<file path="src/rtl/core_bus_responder_pkg.sv">
// Shared encodings, FSM state and transaction record for the core bus responder.
// Bus width constants sit next to the register-bus widths used elsewhere in the core.
package core_bus_responder_pkg;

    localparam int REG_BUS_AW = 64;
    localparam int REG_BUS_DW = 64;
    localparam int BUS_W      = 64;

    localparam logic [1:0] RESP_OKAY   = 2'b00;
    localparam logic [1:0] RESP_SLVERR = 2'b10;
    localparam logic [1:0] RESP_DECERR = 2'b11;

    localparam logic [1:0] REQ_READ  = 2'b00;
    localparam logic [1:0] REQ_WRITE = 2'b01;

    localparam logic [1:0] SIZE_B = 2'b00;
    localparam logic [1:0] SIZE_H = 2'b01;
    localparam logic [1:0] SIZE_W = 2'b10;
    localparam logic [1:0] SIZE_D = 2'b11;

    typedef enum logic [2:0] {
        ST_IDLE, ST_CHECK, ST_REQ, ST_WAIT, ST_RESP
    } state_e;

    typedef enum logic {
        PORT_IF  = 1'b0,
        PORT_MEM = 1'b1
    } port_e;

    typedef struct packed {
        port_e            port;
        logic [BUS_W-1:0] addr;
        logic [1:0]       size;
        logic [1:0]       op;
        logic [BUS_W-1:0] wdata;
    } txn_t;

    function automatic logic is_aligned(input logic [2:0] off, input logic [1:0] size);
        case (size)
            SIZE_B:  is_aligned = 1'b1;
            SIZE_H:  is_aligned = (off[0] == 1'b0);
            SIZE_W:  is_aligned = (off[1:0] == 2'b00);
            default: is_aligned = (off == 3'b000);
        endcase
    endfunction

endpackage

</file>
<file path="src/rtl/core_bus_responder_bus_lane_align.sv">
// Byte-lane steering between right-justified core data and the lane-aligned 64-bit RAM bus.
module bus_lane_align
    import core_bus_responder_pkg::*;
(
    input  logic [2:0]       off,
    input  logic [1:0]       size,
    input  logic [BUS_W-1:0] wdata_i,
    input  logic [BUS_W-1:0] rdata_i,
    output logic [7:0]       wstrb_o,
    output logic [BUS_W-1:0] wdata_o,
    output logic [BUS_W-1:0] rdata_o
);

    logic [5:0]       shamt;
    logic [7:0]       strb_base;
    logic [BUS_W-1:0] mask;

    assign shamt = {off, 3'b000};

    always_comb begin
        strb_base = 8'hff;
        mask      = '1;
        case (size)
            SIZE_B:  begin strb_base = 8'h01; mask = 64'h0000_0000_0000_00ff; end
            SIZE_H:  begin strb_base = 8'h03; mask = 64'h0000_0000_0000_ffff; end
            SIZE_W:  begin strb_base = 8'h0f; mask = 64'h0000_0000_ffff_ffff; end
            default: begin strb_base = 8'hff; mask = '1; end
        endcase
        wstrb_o = strb_base << off;
        wdata_o = wdata_i << shamt;
        rdata_o = (rdata_i >> shamt) & mask;
    end

endmodule

</file>
<file path="src/rtl/core_bus_responder.sv">
// Round-robin responder for the core fetch and data ports onto a single RAM backend.
// One transaction in flight; window/alignment errors are answered without touching the RAM.
module core_bus_responder
    import core_bus_responder_pkg::*;
#(
    parameter logic [63:0] ADDR_BASE = 64'h0000_0000_8000_0000,
    parameter logic [63:0] ADDR_SIZE = 64'h0000_0000_0800_0000,
    parameter int          TIMEOUT   = 255
) (
    input  logic              clk,
    input  logic              rst,
    input  logic              if_valid,
    input  logic [63:0]       if_addr,
    input  logic [1:0]        if_size,
    output logic              if_ready,
    output logic [1:0]        if_resp,
    output logic [63:0]       if_data_read,
    input  logic              mem_valid,
    input  logic [1:0]        mem_req,
    input  logic [63:0]       mem_addr,
    input  logic [63:0]       mem_data_write,
    input  logic [1:0]        mem_size,
    output logic              mem_ready,
    output logic [1:0]        mem_resp,
    output logic [63:0]       mem_data_read,
    output logic              ram_req,
    output logic              ram_we,
    output logic [63:0]       ram_addr,
    output logic [63:0]       ram_wdata,
    output logic [7:0]        ram_wstrb,
    input  logic              ram_gnt,
    input  logic              ram_rvalid,
    input  logic [63:0]       ram_rdata,
    input  logic              ram_err
);

    localparam int CNT_W = (TIMEOUT > 1) ? $clog2(TIMEOUT + 1) : 1;

    state_e           state_q, state_d;
    port_e            last_q, last_d;
    txn_t             txn_q, txn_d;
    logic [CNT_W-1:0] cnt_q, cnt_d;
    logic [1:0]       res_resp_q, res_resp_d;
    logic [63:0]      res_data_q, res_data_d;
    logic [1:0]       if_resp_q, if_resp_d, mem_resp_q, mem_resp_d;
    logic [63:0]      if_data_q, if_data_d, mem_data_q, mem_data_d;

    logic             pick_mem, in_window, bad_op, timed_out;
    logic [7:0]       lane_strb;
    logic [63:0]      lane_wdata, lane_rdata;

    bus_lane_align u_align (
        .off     (txn_q.addr[2:0]),
        .size    (txn_q.size),
        .wdata_i (txn_q.wdata),
        .rdata_i (ram_rdata),
        .wstrb_o (lane_strb),
        .wdata_o (lane_wdata),
        .rdata_o (lane_rdata)
    );

    // Subtract before comparing so the upper bound cannot overflow.
    assign in_window = (txn_q.addr >= ADDR_BASE) && ((txn_q.addr - ADDR_BASE) < ADDR_SIZE);
    assign bad_op    = (txn_q.op != REQ_READ) && (txn_q.op != REQ_WRITE);
    assign pick_mem  = mem_valid && (!if_valid || (last_q == PORT_IF));
    assign timed_out = (cnt_q == CNT_W'(TIMEOUT - 1));

    always_ff @(posedge clk or negedge rst) begin
        if (!rst) begin
            state_q <= ST_IDLE;
        end else begin
            state_q <= state_d;
        end
    end

    always_comb begin
        state_d = state_q;
        case (state_q)
            ST_IDLE:  if (if_valid || mem_valid) state_d = ST_CHECK;
            ST_CHECK: state_d = (!in_window || !is_aligned(txn_q.addr[2:0], txn_q.size) || bad_op)
                                ? ST_RESP : ST_REQ;
            ST_REQ:   if (ram_gnt) state_d = ST_WAIT;
            ST_WAIT:  if (ram_rvalid || timed_out) state_d = ST_RESP;
            ST_RESP:  state_d = ST_IDLE;
            default:  state_d = ST_IDLE;
        endcase
    end

    always_comb begin
        txn_d      = txn_q;
        last_d     = last_q;
        cnt_d      = cnt_q;
        res_resp_d = res_resp_q;
        res_data_d = res_data_q;
        if_resp_d  = if_resp_q;
        if_data_d  = if_data_q;
        mem_resp_d = mem_resp_q;
        mem_data_d = mem_data_q;
        case (state_q)
            ST_IDLE: begin
                if (if_valid || mem_valid) begin
                    txn_d.port  = pick_mem ? PORT_MEM : PORT_IF;
                    txn_d.addr  = pick_mem ? mem_addr : if_addr;
                    txn_d.size  = pick_mem ? mem_size : if_size;
                    txn_d.op    = pick_mem ? mem_req : REQ_READ;
                    txn_d.wdata = pick_mem ? mem_data_write : '0;
                end
            end
            ST_CHECK: begin
                res_data_d = '0;
                if (!in_window) begin
                    res_resp_d = RESP_DECERR;
                end else if (!is_aligned(txn_q.addr[2:0], txn_q.size) || bad_op) begin
                    res_resp_d = RESP_SLVERR;
                end
            end
            ST_REQ: cnt_d = '0;
            ST_WAIT: begin
                cnt_d = cnt_q + CNT_W'(1);
                // A completion arriving on the timeout cycle still counts as a completion.
                if (ram_rvalid) begin
                    res_resp_d = ram_err ? RESP_SLVERR : RESP_OKAY;
                    res_data_d = (txn_q.op == REQ_WRITE) ? '0 : lane_rdata;
                end else if (timed_out) begin
                    res_resp_d = RESP_SLVERR;
                    res_data_d = '0;
                end
            end
            ST_RESP: begin
                last_d = txn_q.port;
                if (txn_q.port == PORT_IF) begin
                    if_resp_d = res_resp_q;
                    if_data_d = res_data_q;
                end else begin
                    mem_resp_d = res_resp_q;
                    mem_data_d = res_data_q;
                end
            end
            default: ;
        endcase
    end

    always_ff @(posedge clk or negedge rst) begin
        if (!rst) begin
            last_q     <= PORT_IF;
            txn_q      <= '0;
            cnt_q      <= '0;
            res_resp_q <= '0;
            res_data_q <= '0;
            if_resp_q  <= '0;
            if_data_q  <= '0;
            mem_resp_q <= '0;
            mem_data_q <= '0;
        end else begin
            last_q     <= last_d;
            txn_q      <= txn_d;
            cnt_q      <= cnt_d;
            res_resp_q <= res_resp_d;
            res_data_q <= res_data_d;
            if_resp_q  <= if_resp_d;
            if_data_q  <= if_data_d;
            mem_resp_q <= mem_resp_d;
            mem_data_q <= mem_data_d;
        end
    end

    // Port outputs show the fresh result during the ready pulse and the held copy otherwise.
    always_comb begin
        ram_req   = 1'b0;
        ram_we    = 1'b0;
        ram_addr  = '0;
        ram_wdata = '0;
        ram_wstrb = '0;
        if (state_q == ST_REQ) begin
            ram_req   = 1'b1;
            ram_we    = (txn_q.op == REQ_WRITE);
            ram_addr  = {txn_q.addr[63:3], 3'b000};
            ram_wdata = lane_wdata;
            ram_wstrb = lane_strb;
        end
        if_ready      = (state_q == ST_RESP) && (txn_q.port == PORT_IF);
        mem_ready     = (state_q == ST_RESP) && (txn_q.port == PORT_MEM);
        if_resp       = if_ready  ? res_resp_q : if_resp_q;
        if_data_read  = if_ready  ? res_data_q : if_data_q;
        mem_resp      = mem_ready ? res_resp_q : mem_resp_q;
        mem_data_read = mem_ready ? res_data_q : mem_data_q;
    end

endmodule

</file>
<file path="config.mk">
export PLATFORM = sky130hd
export DESIGN_NAME = core_bus_responder
export DESIGN_NICKNAME = d
export VERILOG_FILES = /design/src/rtl/core_bus_responder_pkg.sv /design/src/rtl/core_bus_responder_bus_lane_align.sv /design/src/rtl/core_bus_responder.sv
export SDC_FILE = /design/constraint.sdc
export NUM_CORES = 1
export LEC_CHECK = 0
export CAP_MARGIN = 30
export CORE_ASPECT_RATIO = 1.25
export CORE_UTILIZATION = 25
export CTS_BUF_LIST = sky130_fd_sc_hd__clkbuf_8
export CTS_CLUSTER_SIZE = 30
export DETAILED_ROUTE_END_ITERATION = 10
export GPL_ROUTABILITY_DRIVEN = 0
export PLACE_DENSITY = 0.58
export SLEW_MARGIN = 10
export SYNTH_ARGS = -nofsm -noshare
export SYNTH_HDL_FRONTEND = slang
export SYNTH_HIERARCHICAL = 1
export SYNTH_SLANG_ARGS = --single-unit
</file>
<file path="constraint.sdc">
create_clock -name clk -period 3.93 [get_ports clk]
set_clock_uncertainty 0.05 [all_clocks]
set_input_delay 0.9825 -clock clk [delete_from_list [all_inputs] [get_ports clk]]
set_output_delay 0.9825 -clock clk [all_outputs]
set_load 0.02 [all_outputs]
</file>
# Word level (Yosys, flattened, before mapping)
# Cells that the tools add are included.
[classes] bitwise=4 add_sub_neg=2 mux=36 shifts=3 n_reduce_logical=28 magnitude_cmp=2 eq_ne=14
[op_table] operator="64-bit two-way mux" n=9
[op_table] operator="64-bit case mux with 3 select lines" n=1
[op_table] operator="64-bit case mux with 2 select lines" n=1
[op_table] operator="64-bit AND" n=1
[op_table] operator="64-bit by 32-bit >= comparator with 1-bit output (second input constant)" n=1
[op_table] operator="64-bit by 28-bit < comparator with 1-bit output (second input constant)" n=1
[op_table] operator="64-bit by 6-bit << shifter with 64-bit output" n=1
[op_table] operator="64-bit by 6-bit >> shifter with 64-bit output" n=1
[op_table] operator="64-bit by 32-bit subtractor with 64-bit output (second input constant)" n=1
[op_table] operator="8-bit case mux with 3 select lines" n=1
[op_table] operator="2-bit two-way mux" n=9
[op_table] operator="8-bit case mux with 2 select lines" n=1
[op_table] operator="3-bit two-way mux" n=4
[op_table] operator="3-bit case mux with 4 select lines" n=1
[op_table] operator="8-bit by 1-bit adder with 8-bit output (second input constant)" n=1
[op_table] operator="8-bit equality test (second input constant)" n=1
[op_table] operator="8-bit two-way mux" n=1
[op_table] operator="2-bit AND reduction" n=4
[op_table] operator="8-bit by 3-bit << shifter with 8-bit output" n=1
[op_table] operator="3-bit by 2-bit equality test with 1-bit output (second input constant)" n=2
[op_table] operator="3-bit zero test" n=2
[op_table] operator="1-bit logical OR" n=6
[op_table] operator="1-bit two-way mux" n=6
[op_table] operator="2-bit != test (second input constant)" n=3
[op_table] operator="other kinds (14)" n=29
[word_totals] inputBits=269 out_inout_bits=272 regBits=343

# Logic depth before layout (Yosys ltp)
[logic_depth] depth_word=10 mapped_depth=10 mapped_depth_nobuf=10

# Modules after synthesis
# The synthesis kept the hierarchy.
[modules_own_cells] module="core_bus_responder" area_each_um2=14566.5 seq_area_each_um2=8583.2 n_inst=1 cells_each=1176
[modules_own_cells] module="bus_lane_align" area_each_um2=3495.9 seq_area_each_um2=0.0 n_inst=1 cells_each=483

# Worst setup path after synthesis
# OpenSTA, ideal clock, no wires.
[synth_path] kind="register -> output" start="register state_q[1]" end="output if_data_read[54]" arrival_ns=2.196 stages_incl_launch_ff=8 slack_ns=0.701 n_path_buf=3 cell_sequence="dfrtp_1 -> clkbuf_1 -> nor2_1 -> nand2_1 -> nor2_1 -> buf_1 -> buf_1 -> mux2_2"
[synth_via] elab_chain_len=3
[synth_rtl] item="start: declaration" line_no="core_bus_responder.sv:39" text="state_e state_q, state_d;"
[synth_rtl] item="start signal: assignment" line_no="core_bus_responder.sv:72" text="state_q <= state_d;"
[synth_rtl] item="3-bit equality test" line_no="core_bus_responder.sv:181" text="if_ready = (state_q == ST_RESP) && (txn_q.port == PORT_IF);"
[synth_rtl] item="1-bit logical AND" line_no="core_bus_responder.sv:181"
[synth_rtl] item="named net if_ready" line_no="core_bus_responder.sv:15" text="output logic if_ready,"
[synth_rtl] item="64-bit two-way mux" line_no="core_bus_responder.sv:184" text="if_data_read = if_ready ? res_data_q : if_data_q;"
[synth_rtl] item="end: declaration" line_no="core_bus_responder.sv:17" text="output logic [63:0] if_data_read,"
# The timed path passes the listed nets, and every way through them passes these cells.

# Worst setup path in the final report
[layout_path] start="register txn_q[69] in the netlist's numbering" end="output ram_wdata[63]"
[layout_via] elab_chain_len=2
[layout_rtl] item="start: declaration" line_no="core_bus_responder.sv:41" text="txn_t txn_q, txn_d;"
[layout_rtl] item="start signal: assignment" line_no="core_bus_responder.sv:156" text="txn_q <= txn_d;"
[layout_rtl] item="64-bit by 6-bit << shifter with 64-bit output" line_no="core_bus_responder_bus_lane_align.sv:30" text="wdata_o = wdata_i << shamt;"
[layout_rtl] item="named net lane_wdata[63]" line_no="core_bus_responder.sv:50" text="logic [63:0] lane_wdata, lane_rdata;"
[layout_rtl] item="64-bit two-way mux" line_no="core_bus_responder.sv:174" text="if (state_q == ST_REQ) begin"
[layout_rtl] item="end: declaration" line_no="core_bus_responder.sv:29" text="output logic [63:0] ram_wdata,"
# The timed path passes the listed nets, and every way through them passes these cells.

==> metrics.txt <==
relative slew slack between 30% and 40%; #FFs+latches synth 343; Routed WL per cell 23.16 um; compound-cell area share of the yosys netlist 15.41%; Metal-1 WL 29,240 um; YS warnings 6; max-slew violation count 0; share of layout cells above drive strength 1 18.35%; ys async rst share 100.0%; vias in the first global route 16,330; Via density 4.948; FP Rows 109; Final Critical Period 3.786 ns; die width between 200 and 250 um; Reg clk slew, reported paths 0.07 ns; Root Driver clkbuf_8; Yosys cell types between 70 and 80; Synth Flop Type dfrtp_1; max_cap viols 0; crit path capture type output port; worst skew pair latency 0.71 ns; largest net degree at the start of global routing 108; Top Layer Used met4; Worst Hold Class in2async; CTS Buf Count 60; gr usage total 19.50%; Buffers on Ports 537; initial antenna violation count 6; status finished, final reports clean; Mean Syn Cell Area roughly 11 um^2; crit-path max FO 29; TNS Setup 0 ns; Worst Tran Pin Value between 0.9 and 1 ns; DR WL met2 37,570 um; Syn Inst Count 1,659; first-pass GRT wire length about 110,000 um; static leakage roughly 13 nW; Core ar. 71,050 um^2; top cell type's share of synthesized area 47.52%; Peak VDD IR approximately 280 uV; DRC violations left 0; Power Density 577.0 nW/um^2; Max Fclk about 260 MHz; Post-Synth Simple-Gate Area a little over an eighth; Initial DRC Count ~1,500; leading cell type in the layout, fill and taps excluded dfrtp_1; die area 73,340 um^2; Area Overhead vs Synth 43.65%; RSZ-0062 raised after global routing false; antenna-violating nets left 0; Fill cells 7,173; met3 wire length 4973 um; multi-input logic area 8805 um^2; DP HPWL 55,510 um; top cells by area, synth dfrtp_1 48%, mux2_2 12%, a22o_1 6.4%, mux2i_1 6.4%, and2_1 5.0%; largest area contributor in the netlist dfrtp_1; Power Total 14.97 mW; global route overflow 0; Final nets 2,470; commonest cells after routing, fill and taps aside 339 x dfrtp_1, 324 x clkdlybuf4s50_1, 201 x dlygate4sd2_1; Sink Count 343; via count 15,780; Mapped Area 18,060 um^2; DR pass1 iterations 6; WP data required just under 3 ns; CP arrival 2.75 ns; largest family of logic cells by synthesized area multiplexers; final setup violation count 0; Post-synth EDFFs 0; H-tree depth 2; post-route insts no fill 3,189; Max clock buf depth 3; kind of start point of the critical path register; initial core utilization ~25%; Register Area roughly 8600 um^2; final setup margin 0.1443 ns; Tcrit/Tclk final between 90% and 100%; # hold bufs at CTS 0; CTS tree built; dpl cells 3,065; Die Y around 300 um; Post-Synth Adder-Cell Area 0.2078%; Ports between 500 and 600; Synth Area in XOR/XNOR 0.09698%; mux contribution to synthesized area 18.90%; Seq/Total Area, Yosys 47.52%; routed wire length 73,860 um; CP Class reg2out; dpl ws 0.3536 ns; final hold vios 0
timing repair:
action,4_1_cts,5_1_grt
cloned,3,0
buffers inserted,9,2
pin swaps,3,0
endpoints found under the setup margin,248,43
resized for setup,218,10
registers in the layout, indices dropped and copies added (netlist names):
| signal | count |
|---|---|
| res_resp_q | 2 |
| if_data_q | 64 |
| last_q | 1 |
| res_data_q | 64 |
| cnt_q | 8 |
| txn_q | 133 |
| mem_data_q | 64 |
| state_q | 3 |
| if_resp_q | 2 |
| mem_resp_q | 2 |
final timing paths:
path	from	slack [ns]	end	cells past startpoint
worst max-delay path	txn_q[69]$_DFFE_PN0P_	0.14	ram_wdata[63]	7
worst min-delay path	rst	0.31	if_data_q[9]$_DFFE_PN0P_	1
worst max register to register	txn_q[99]$_DFFE_PN0P_	0.91	res_resp_q[1]$_DFFE_PN0P_	10
worst min register to register	txn_q[88]$_DFFE_PN0P_	0.42	txn_q[88]$_DFFE_PN0P_	2
max in group asynchronous	rst	2.41	if_data_q[14]$_DFFE_PN0P_	2
min in group clk	txn_q[88]$_DFFE_PN0P_	0.42	txn_q[88]$_DFFE_PN0P_	2
final cells by class:
type | instances | share of cell area, %
well taps | 943 | 4.547
clock inverters | 33 | 1.177
flip-flops and latches | 343 | 33.12
repair buffers | 614 | 23.21
clock buffers | 71 | 3.766
diodes | 6 | 0.05786
inverters | 12 | 0.1929
multi-input cells | 1167 | 33.93
per-stage QoR:
| stage | utilization, % | cell area [um^2] | hold slack, ns |
|---|---|---|---|
| after floorplan | - | 18070 | 0.3918 |
| after global placement | 34.64 | 24610 | 0.4061 |
| after detailed placement | 34.64 | 24610 | 0.4162 |
| after CTS | 36.45 | 25900 | 0.3562 |
| after global routing | 36.51 | 25940 | 0.3486 |
| final | 36.52 | 25950 | 0.3055 |
critical path, cell delays in order, from the launching register on:
cell           delay (ns)
dfrtp_4              0.53
buf_16               0.23
mux2_2               0.39
o22ai_1              0.23
a221oi_2             0.08
buf_4                0.15
and2_1               0.12
dlygate4sd2_1        0.32
report_power, final:
group	internal (mW)	switching, mW	leakage [nW]	total [mW]
Combinational	2.72	3.65	7.23	6.37
Sequential	4.18	0.841	4.58	5.02
Clock	1.98	1.60	0.721	3.58
Total	8.88	6.10	12.5	15.0
per-layer routing:
| layer | global-route usage (%) | up-vias |
|---|---|---|
| met5 | 0 | - |
| met4 | 6.359 | 0 |
| met3 | 3.344 | 114 |
| met2 | 34.75 | 759 |
| met1 | 23.78 | 7787 |
| li1 | - | 7119 |
Yosys cell counts, types with 3 or more instances:
master     count
dfrtp_1      343
mux2_2       193
and2_1       145
a22o_1       132
mux2i_1      115
nor2_1       107
nand2_1      103
clkbuf_1      81
o21ai_0       80
o22ai_1       40
nor3_1        31
a22oi_1       23
buf_2         18
a21oi_1       17
buf_1         14
buf_6         12
nand3_1       12
nor2b_1       12
a211oi_1      11
inv_1         10
buf_4          9
o31ai_1        9
a21o_1         8
a31o_1         8
o2bb2ai_1      8
a221oi_1       7
nand4_1        7
mux2_4         6
nor4_1         6
o21ai_1        6
o221ai_1       6
a221oi_2       5
nand2b_1       5
and3_1         4
o21a_1         4
buf_12         3
ha_1           3
nand4b_1       3
or2_2          3
or4_1          3
cell families after synthesis:
kind of cell,count (synthesis)
AOI/OAI and AO/OA,377
DFF,343
buffers and inverters,151
and+or+nand+nor,468
adders and majority gates,3
xor gates and xnor gates,2
other,1
muxes,314
(Power assumes the default switching activity.)
